==> config.mk <==
export PLATFORM = sky130hd
export DESIGN_NAME = instr_fetch_mem
export DESIGN_NICKNAME = d
export VERILOG_FILES = /design/src/rtl/instr_fetch_mem.sv
export SDC_FILE = /design/constraint.sdc
export NUM_CORES = 2
export LEC_CHECK = 0
export CAP_MARGIN = 5
export CELL_PAD_IN_SITES_DETAIL_PLACEMENT = 1
export CELL_PAD_IN_SITES_GLOBAL_PLACEMENT = 2
export CORE_MARGIN = 4
export CORE_UTILIZATION = 52
export CTS_BUF_LIST = sky130_fd_sc_hd__clkbuf_8
export DETAILED_ROUTE_END_ITERATION = 8
export GPL_ROUTABILITY_DRIVEN = 1
export PLACE_DENSITY = 0.91
export RECOVER_POWER = 100
export REMOVE_ABC_BUFFERS = 1
export SYNTH_ARGS = -nofsm -noshare
export SYNTH_HDL_FRONTEND = slang
export SYNTH_SLANG_ARGS = --single-unit
==> constraint.sdc <==
create_clock -name CLK -period 4.15 [get_ports CLK]
set_input_delay 1.0375 -clock CLK [delete_from_list [all_inputs] [get_ports CLK]]
set_output_delay 1.0375 -clock CLK [all_outputs]
set_load 0.03 [all_outputs]
==> src/rtl/instr_fetch_mem.sv <==
// Instruction-side memory for the program counter.
// Two phases: LOAD streams program words in over a valid/ready port while the
// core is held busy. RUN then serves fetches with one-cycle registered latency.
// Priority in RUN is STALL over PCSRC (branch squash) over a normal fetch.
module instr_fetch_mem #(
  parameter int                 DATA_W = 16,
  parameter int                 ADDR_W = 8,
  parameter logic [DATA_W-1:0]  NOP    = 16'h0000
) (
  input  logic              CLK,
  input  logic              RST,
  input  logic [DATA_W-1:0] address,
  input  logic              STALL,
  input  logic              PCSRC,
  input  logic              ld_valid,
  input  logic [DATA_W-1:0] ld_data,
  input  logic              ld_last,
  output logic              ld_ready,
  output logic              busy,
  output logic [DATA_W-1:0] instr,
  output logic              instr_valid,
  output logic              addr_err
);

  localparam int DEPTH = 2 ** ADDR_W;

  typedef enum logic [0:0] {
    ST_LOAD = 1'b0,
    ST_RUN  = 1'b1
  } state_t;

  state_t              state_r;
  state_t              state_next_s;
  logic [ADDR_W-1:0]   ld_ptr_r;
  logic [ADDR_W-1:0]   ld_ptr_next_s;
  logic                ld_xfer_s;
  logic [DATA_W-1:0]   instr_r;
  logic [DATA_W-1:0]   instr_next_s;
  logic                instr_valid_r;
  logic                instr_valid_next_s;
  logic                addr_err_r;
  logic                addr_err_next_s;
  logic                in_range_s;
  logic [DATA_W-1:0]   addr_hi_s;
  logic [DATA_W-1:0]   mem_r [DEPTH];

  // Upper address bits beyond the array index must all be zero for a legal fetch.
  always_comb begin
    addr_hi_s  = address >> ADDR_W;
    in_range_s = (addr_hi_s == {DATA_W{1'b0}});
  end

  // Next-state, loader handshake and fetch-output decisions.
  always_comb begin
    state_next_s       = state_r;
    ld_ptr_next_s      = ld_ptr_r;
    ld_xfer_s          = 1'b0;
    instr_next_s       = instr_r;
    instr_valid_next_s = instr_valid_r;
    addr_err_next_s    = addr_err_r;
    case (state_r)
      ST_LOAD: begin
        instr_next_s       = NOP;
        instr_valid_next_s = 1'b0;
        // A reset edge must never also commit a loader write.
        if (ld_valid && !RST) begin
          ld_xfer_s     = 1'b1;
          ld_ptr_next_s = ld_ptr_r + {{(ADDR_W-1){1'b0}}, 1'b1};
          // Last slot ends the load on its own so word 0 is never overwritten.
          if (ld_last || (ld_ptr_r == {ADDR_W{1'b1}})) begin
            state_next_s = ST_RUN;
          end else begin
            state_next_s = ST_LOAD;
          end
        end else begin
          ld_xfer_s     = 1'b0;
          ld_ptr_next_s = ld_ptr_r;
        end
      end
      ST_RUN: begin
        if (STALL) begin
          instr_next_s       = instr_r;
          instr_valid_next_s = instr_valid_r;
          addr_err_next_s    = addr_err_r;
        end else if (PCSRC) begin
          instr_next_s       = NOP;
          instr_valid_next_s = 1'b0;
        end else if (in_range_s) begin
          instr_next_s       = mem_r[address[ADDR_W-1:0]];
          instr_valid_next_s = 1'b1;
        end else begin
          instr_next_s       = NOP;
          instr_valid_next_s = 1'b0;
          addr_err_next_s    = 1'b1;
        end
      end
      default: begin
        state_next_s       = ST_LOAD;
        instr_next_s       = NOP;
        instr_valid_next_s = 1'b0;
      end
    endcase
  end

  // State, load pointer and registered fetch outputs with synchronous reset.
  always_ff @(posedge CLK) begin
    if (RST) begin
      state_r       <= ST_LOAD;
      ld_ptr_r      <= {ADDR_W{1'b0}};
      instr_r       <= NOP;
      instr_valid_r <= 1'b0;
      addr_err_r    <= 1'b0;
    end else begin
      state_r       <= state_next_s;
      ld_ptr_r      <= ld_ptr_next_s;
      instr_r       <= instr_next_s;
      instr_valid_r <= instr_valid_next_s;
      addr_err_r    <= addr_err_next_s;
    end
  end

  // Program array write port; contents deliberately survive reset.
  always_ff @(posedge CLK) begin
    if (ld_xfer_s) begin
      mem_r[ld_ptr_r] <= ld_data;
    end
  end

  // Handshake outputs are decoded directly from the state register.
  always_comb begin
    ld_ready    = (state_r == ST_LOAD);
    busy        = (state_r == ST_LOAD);
    instr       = instr_r;
    instr_valid = instr_valid_r;
    addr_err    = addr_err_r;
  end

endmodule

==> results by stage <==
Run status:
- The flow ran to the end, but the final reports show violations.
- The final reports fail on max-capacitance violations, max-slew violations, negative setup slack.

Detailed routing:
- The violation count after the first detailed-routing iteration is between 15000 and 20000.
- For this run, the detailed router's first-pass iteration total came to 7.
- Across all layers, the routed design uses between 90000 and 100k vias.
- The number of remaining DRC errors is 0.
- In this run the remaining antenna-violating nets after routing total 0.
- The number of vias per cell after detailed routing is 7.11.
- The wire length per cell after detailed routing is 43.4 um.
- The aggregate routed wire length is 569 mm.

STA:
- The worst pin sits at a relative slew slack of -2.21.
- The final worst setup slack is -0.279 ns.
- The final period utilization is 1.07.
- For the final routed database, the setup TNS stands at -78.61 ns.
- The smallest hold slack is 0.484 ns.
- The actual transition at the worst max-transition pin is 4.81 ns.
- The highest achievable clock rate is 226 MHz.
- Setup repair after global routing left no endpoint under its margin.
- The count of final setup violators is ~850.
- After layout, the minimum clock period comes to 4.43 ns.
- The number of hold violations in the final report was 0.
- The count of pins over their slew limit is 2487.
- Across the routed clock network, the largest skew measured is 0.131 ns.

Floorplan:
- The count of pins on the block boundary is 58.
- The floorplan step set the die height to 562 um.
- The starting density of the core is 0.523.
- The width of the die is 562 um.
- The die area is 316000 um^2.
- The count of standard-cell rows is roughly 200.
- The floorplan step defined a core boundary enclosing between 300000 and 400000 um^2.

Final layout:
- In the final layout, the share of cells above drive strength 1 is 0.266.
- The post-route core utilization is 0.592.
- The area overhead of the layout relative to synthesis is 13.3%.
- In the final layout, the multi-input gates occupy 33100 um^2.
- The number of nets in the layout is between 8000 and 9000.
- The total of fill cells in the finished design is 25966.
- The area taken by flip-flops and latches is 124000 um^2.

Worst setup path:
- The maximum net fanout on the critical path is 10.
- Tracing the worst setup path back leads to its startpoint at address[2].
- STA classifies the critical path endpoint as a register.
- The cell count of the worst reg-to-reg path is 4.
- The terminus of the critical flop-to-flop path is mem_r[228][2].
- Setup slack on the worst reg-to-reg path comes out at -0.23 ns.
- The kind of critical path is input pin to register.
- At the worst endpoint, the arrival time is 5.52 ns.
- The startpoint kind of the worst setup timing path is an input pin.
- Following the worst setup path forward leads to its endpoint at instr[0].
- The startpoint of the worst register-to-register path is ld_ptr_r[7].
- The data required time of the worst path is 5.24 ns.

Synthesis:
- Yosys mapped the design onto 77 distinct sky130hd cell types.
- The share of Yosys cell area claimed by the top area cell type is 0.769.
- The synthesized design contains 4123 register bits.
- The post-synthesis instance area is 160000 um^2.
- The most area-hungry cell type in the Yosys netlist is sky130_fd_sc_hd__edfxtp_1.
- The synthesized area per cell is 21.8 um^2.
- The register area share after synthesis is 0.773.
- After synthesis, the cell types taking the most area are sky130_fd_sc_hd__edfxtp_1, sky130_fd_sc_hd__mux4_2, sky130_fd_sc_hd__mux2i_1.
- For this run, the number of Yosys warnings is 0.
- The count of flip-flops with a built-in enable after synthesis is about 4100.
- Among all flip-flop cells after synthesis, the most frequent one is sky130_fd_sc_hd__edfxtp_1.
- Counting every instance in the synthesized netlist gives 7341.
- For this run, asynchronously set or reset flops after synthesis account for 0.

GRT:
- The first global-routing pass estimated 789 mm of wire.
- The pin count of the biggest net entering global routing is 135.
- The via count of the first global-routing pass is approximately 96000.
- The leftover overflow at the end of global routing is 0.
- The number of antenna violations at the first check in global routing is 63.
- For this run, the total global-route usage over all layers was measured as 0.358.

CTS:
- The total number of H-tree levels is 6.
- The number of CTS-inserted buffers is ~640.
- After clock tree synthesis, the clock-pin slew on the worst setup and hold paths is ~0.06 ns.
- The sink count of the clock tree is 4123.
- The clock reaches the later pin of the worst-skew pair after about 1.3 ns.
- TritonCTS built the clock tree.
- In this run the deepest clock path goes through 4 buffers.
- The clock root buffer master is sky130_fd_sc_hd__clkbuf_8.

Place:
- Buffers placed on the I/O ports in this run total 57.
- Summed over all nets, the half-perimeter wirelength after detailed placement is 321 mm.
- OpenSTA, run right after detailed placement, puts the worst setup slack at -1.13 ns.
- Routability-driven placement finished with a final weighted congestion of 0.928.

Pwr:
- The power density of the placed cells is 469 nW/um^2.
- The maximum vdd ir drop is 0.360 mV.
- The static power due to leakage is 58.6 nW.

Worst hold path:
- In this run the worst hold path is classified as input pin to register.

Flow run:
- Max-cap violations in this run came to 48.
state kept, by name, indices dropped and copies added (netlist names):
register     cells
mem_r         4096
ld_ptr_r         8
instr           16
addr_err         1
state_r          1
instr_valid      1
layer usage:
layer / wire, um / track usage / vias up
met4: 51200 / 0.234 / 36
li1: - / - / 33575
met1: 173000 / 0.439 / 47130
met5: 391 / 0.00422 / -
met2: 260000 / 0.548 / 9955
met3: 84200 / 0.121 / 2660
worst min path at each step:
stage                      from       endpoint  depth (start not counted)
global route         ld_data[5]  mem_r[206][5]                          1
global placement    instr_valid    instr_valid                          2
finish               ld_data[5]  mem_r[204][5]                          1
detailed placement  instr_valid    instr_valid                          2
floorplan               state_r    instr_valid                          2
CTS                  ld_data[5]  mem_r[204][5]                          1
area by class of cell:
| type | instances | area share |
|---|---|---|
| Clock buffer | 657 | 0.0499 |
| Tap cell | 4100 | 0.0283 |
| Sequential cell | 4123 | 0.682 |
| Antenna cell | 58 | 0.000801 |
| Inverter | 8 | 0.000214 |
| Timing Repair Buffer | 916 | 0.0393 |
| Multi-Input combinational cell | 2774 | 0.183 |
| Clock inverter | 499 | 0.0167 |
report_power, final:
group | internal [mW] | switching [mW] | leakage [nW]
clock | 15.9 | 18.3 | 6.88
combinational | 1.62 | 3.35 | 14.7
sequential | 45.8 | 0.0102 | 37.0
total | 63.3 | 21.6 | 58.6
logic make-up after synthesis:
family / Yosys count / synth area share
adder cells (fa/ha/maj): 4 / 0.000313
flip-flops: 4123 / 0.773
AO/OA/AOI/OAI: 736 / 0.0326
buffers and inverters: 444 / 0.0211
multiplexers: 1317 / 0.153
AND/OR/NAND/NOR: 711 / 0.0197
XOR/XNOR: 6 / 0.000329
placed cells by master, fill, tap and decap left out, types with 33 or more instances in the layout:
cell type	n
sky130_fd_sc_hd__buf_4	424
sky130_fd_sc_hd__clkinv_2	73
sky130_fd_sc_hd__o221ai_1	139
sky130_fd_sc_hd__a21oi_1	115
sky130_fd_sc_hd__mux4_1	54
sky130_fd_sc_hd__a211oi_1	34
sky130_fd_sc_hd__clkbuf_8	657
sky130_fd_sc_hd__clkinv_1	162
sky130_fd_sc_hd__nor2_1	331
sky130_fd_sc_hd__edfxtp_1	4096
sky130_fd_sc_hd__o22ai_1	125
sky130_fd_sc_hd__nand3_1	49
sky130_fd_sc_hd__nand2_1	143
sky130_fd_sc_hd__mux4_2	830
sky130_fd_sc_hd__clkbuf_1	193
sky130_fd_sc_hd__buf_12	93
sky130_fd_sc_hd__inv_1	195
sky130_fd_sc_hd__nor3_1	48
sky130_fd_sc_hd__diode_2	58
sky130_fd_sc_hd__clkbuf_2	148
sky130_fd_sc_hd__mux2i_1	404
sky130_fd_sc_hd__a22o_1	33
sky130_fd_sc_hd__o21ai_0	70
sky130_fd_sc_hd__a22oi_1	66
critical path, cell delays in order:
cell,delay (ns)
sky130_fd_sc_hd__buf_8,0.17
sky130_fd_sc_hd__buf_12,0.20
sky130_fd_sc_hd__buf_4,0.16
sky130_fd_sc_hd__nand2b_1,0.85
sky130_fd_sc_hd__nor2_1,0.42
sky130_fd_sc_hd__clkbuf_2,0.41
sky130_fd_sc_hd__a221o_1,0.41
sky130_fd_sc_hd__a21oi_1,0.14
sky130_fd_sc_hd__buf_4,0.18
sky130_fd_sc_hd__o21ai_0,0.16
sky130_fd_sc_hd__buf_4,0.26
sky130_fd_sc_hd__a31oi_1,0.80
sky130_fd_sc_hd__o31ai_1,0.25
synthesized netlist by cell type, types with 21 or more instances:
master,instances
sky130_fd_sc_hd__nor3_1,49
sky130_fd_sc_hd__nor2b_1,29
sky130_fd_sc_hd__a21oi_1,115
sky130_fd_sc_hd__nand2_1,143
sky130_fd_sc_hd__mux4_1,54
sky130_fd_sc_hd__o31ai_1,21
sky130_fd_sc_hd__buf_2,106
sky130_fd_sc_hd__buf_8,48
sky130_fd_sc_hd__nand4_1,21
sky130_fd_sc_hd__buf_4,53
sky130_fd_sc_hd__dfxtp_1,27
sky130_fd_sc_hd__mux2_2,29
sky130_fd_sc_hd__a221oi_1,27
sky130_fd_sc_hd__a211oi_1,34
sky130_fd_sc_hd__clkbuf_1,128
sky130_fd_sc_hd__mux4_2,830
sky130_fd_sc_hd__edfxtp_1,4096
sky130_fd_sc_hd__a31oi_1,27
sky130_fd_sc_hd__a22o_1,33
sky130_fd_sc_hd__nand3_1,56
sky130_fd_sc_hd__buf_6,57
sky130_fd_sc_hd__mux2i_1,404
sky130_fd_sc_hd__o21ai_0,71
sky130_fd_sc_hd__a22oi_1,66
sky130_fd_sc_hd__nor2_1,339
sky130_fd_sc_hd__o22ai_1,125
sky130_fd_sc_hd__o221ai_1,139
stage by stage:
step / power [mW] / std cells / instance area (um^2)
after floorplan: 48.2 / 6905 / 157000
after global placement: 51.0 / 11919 / 171000
final: 85.0 / 13135 / 181000
after global routing: 86.9 / 13093 / 181000
after detailed placement: 51.3 / 11919 / 171000
after CTS: 84.7 / 13075 / 183000
timing repair:
item	in CTS	in global routing
buffers inserted	0	0
resized for setup	0	1
hold buffers	0	0
endpoints found under the setup margin	0	1
Note: power is estimated with default switching activity, not from simulation.
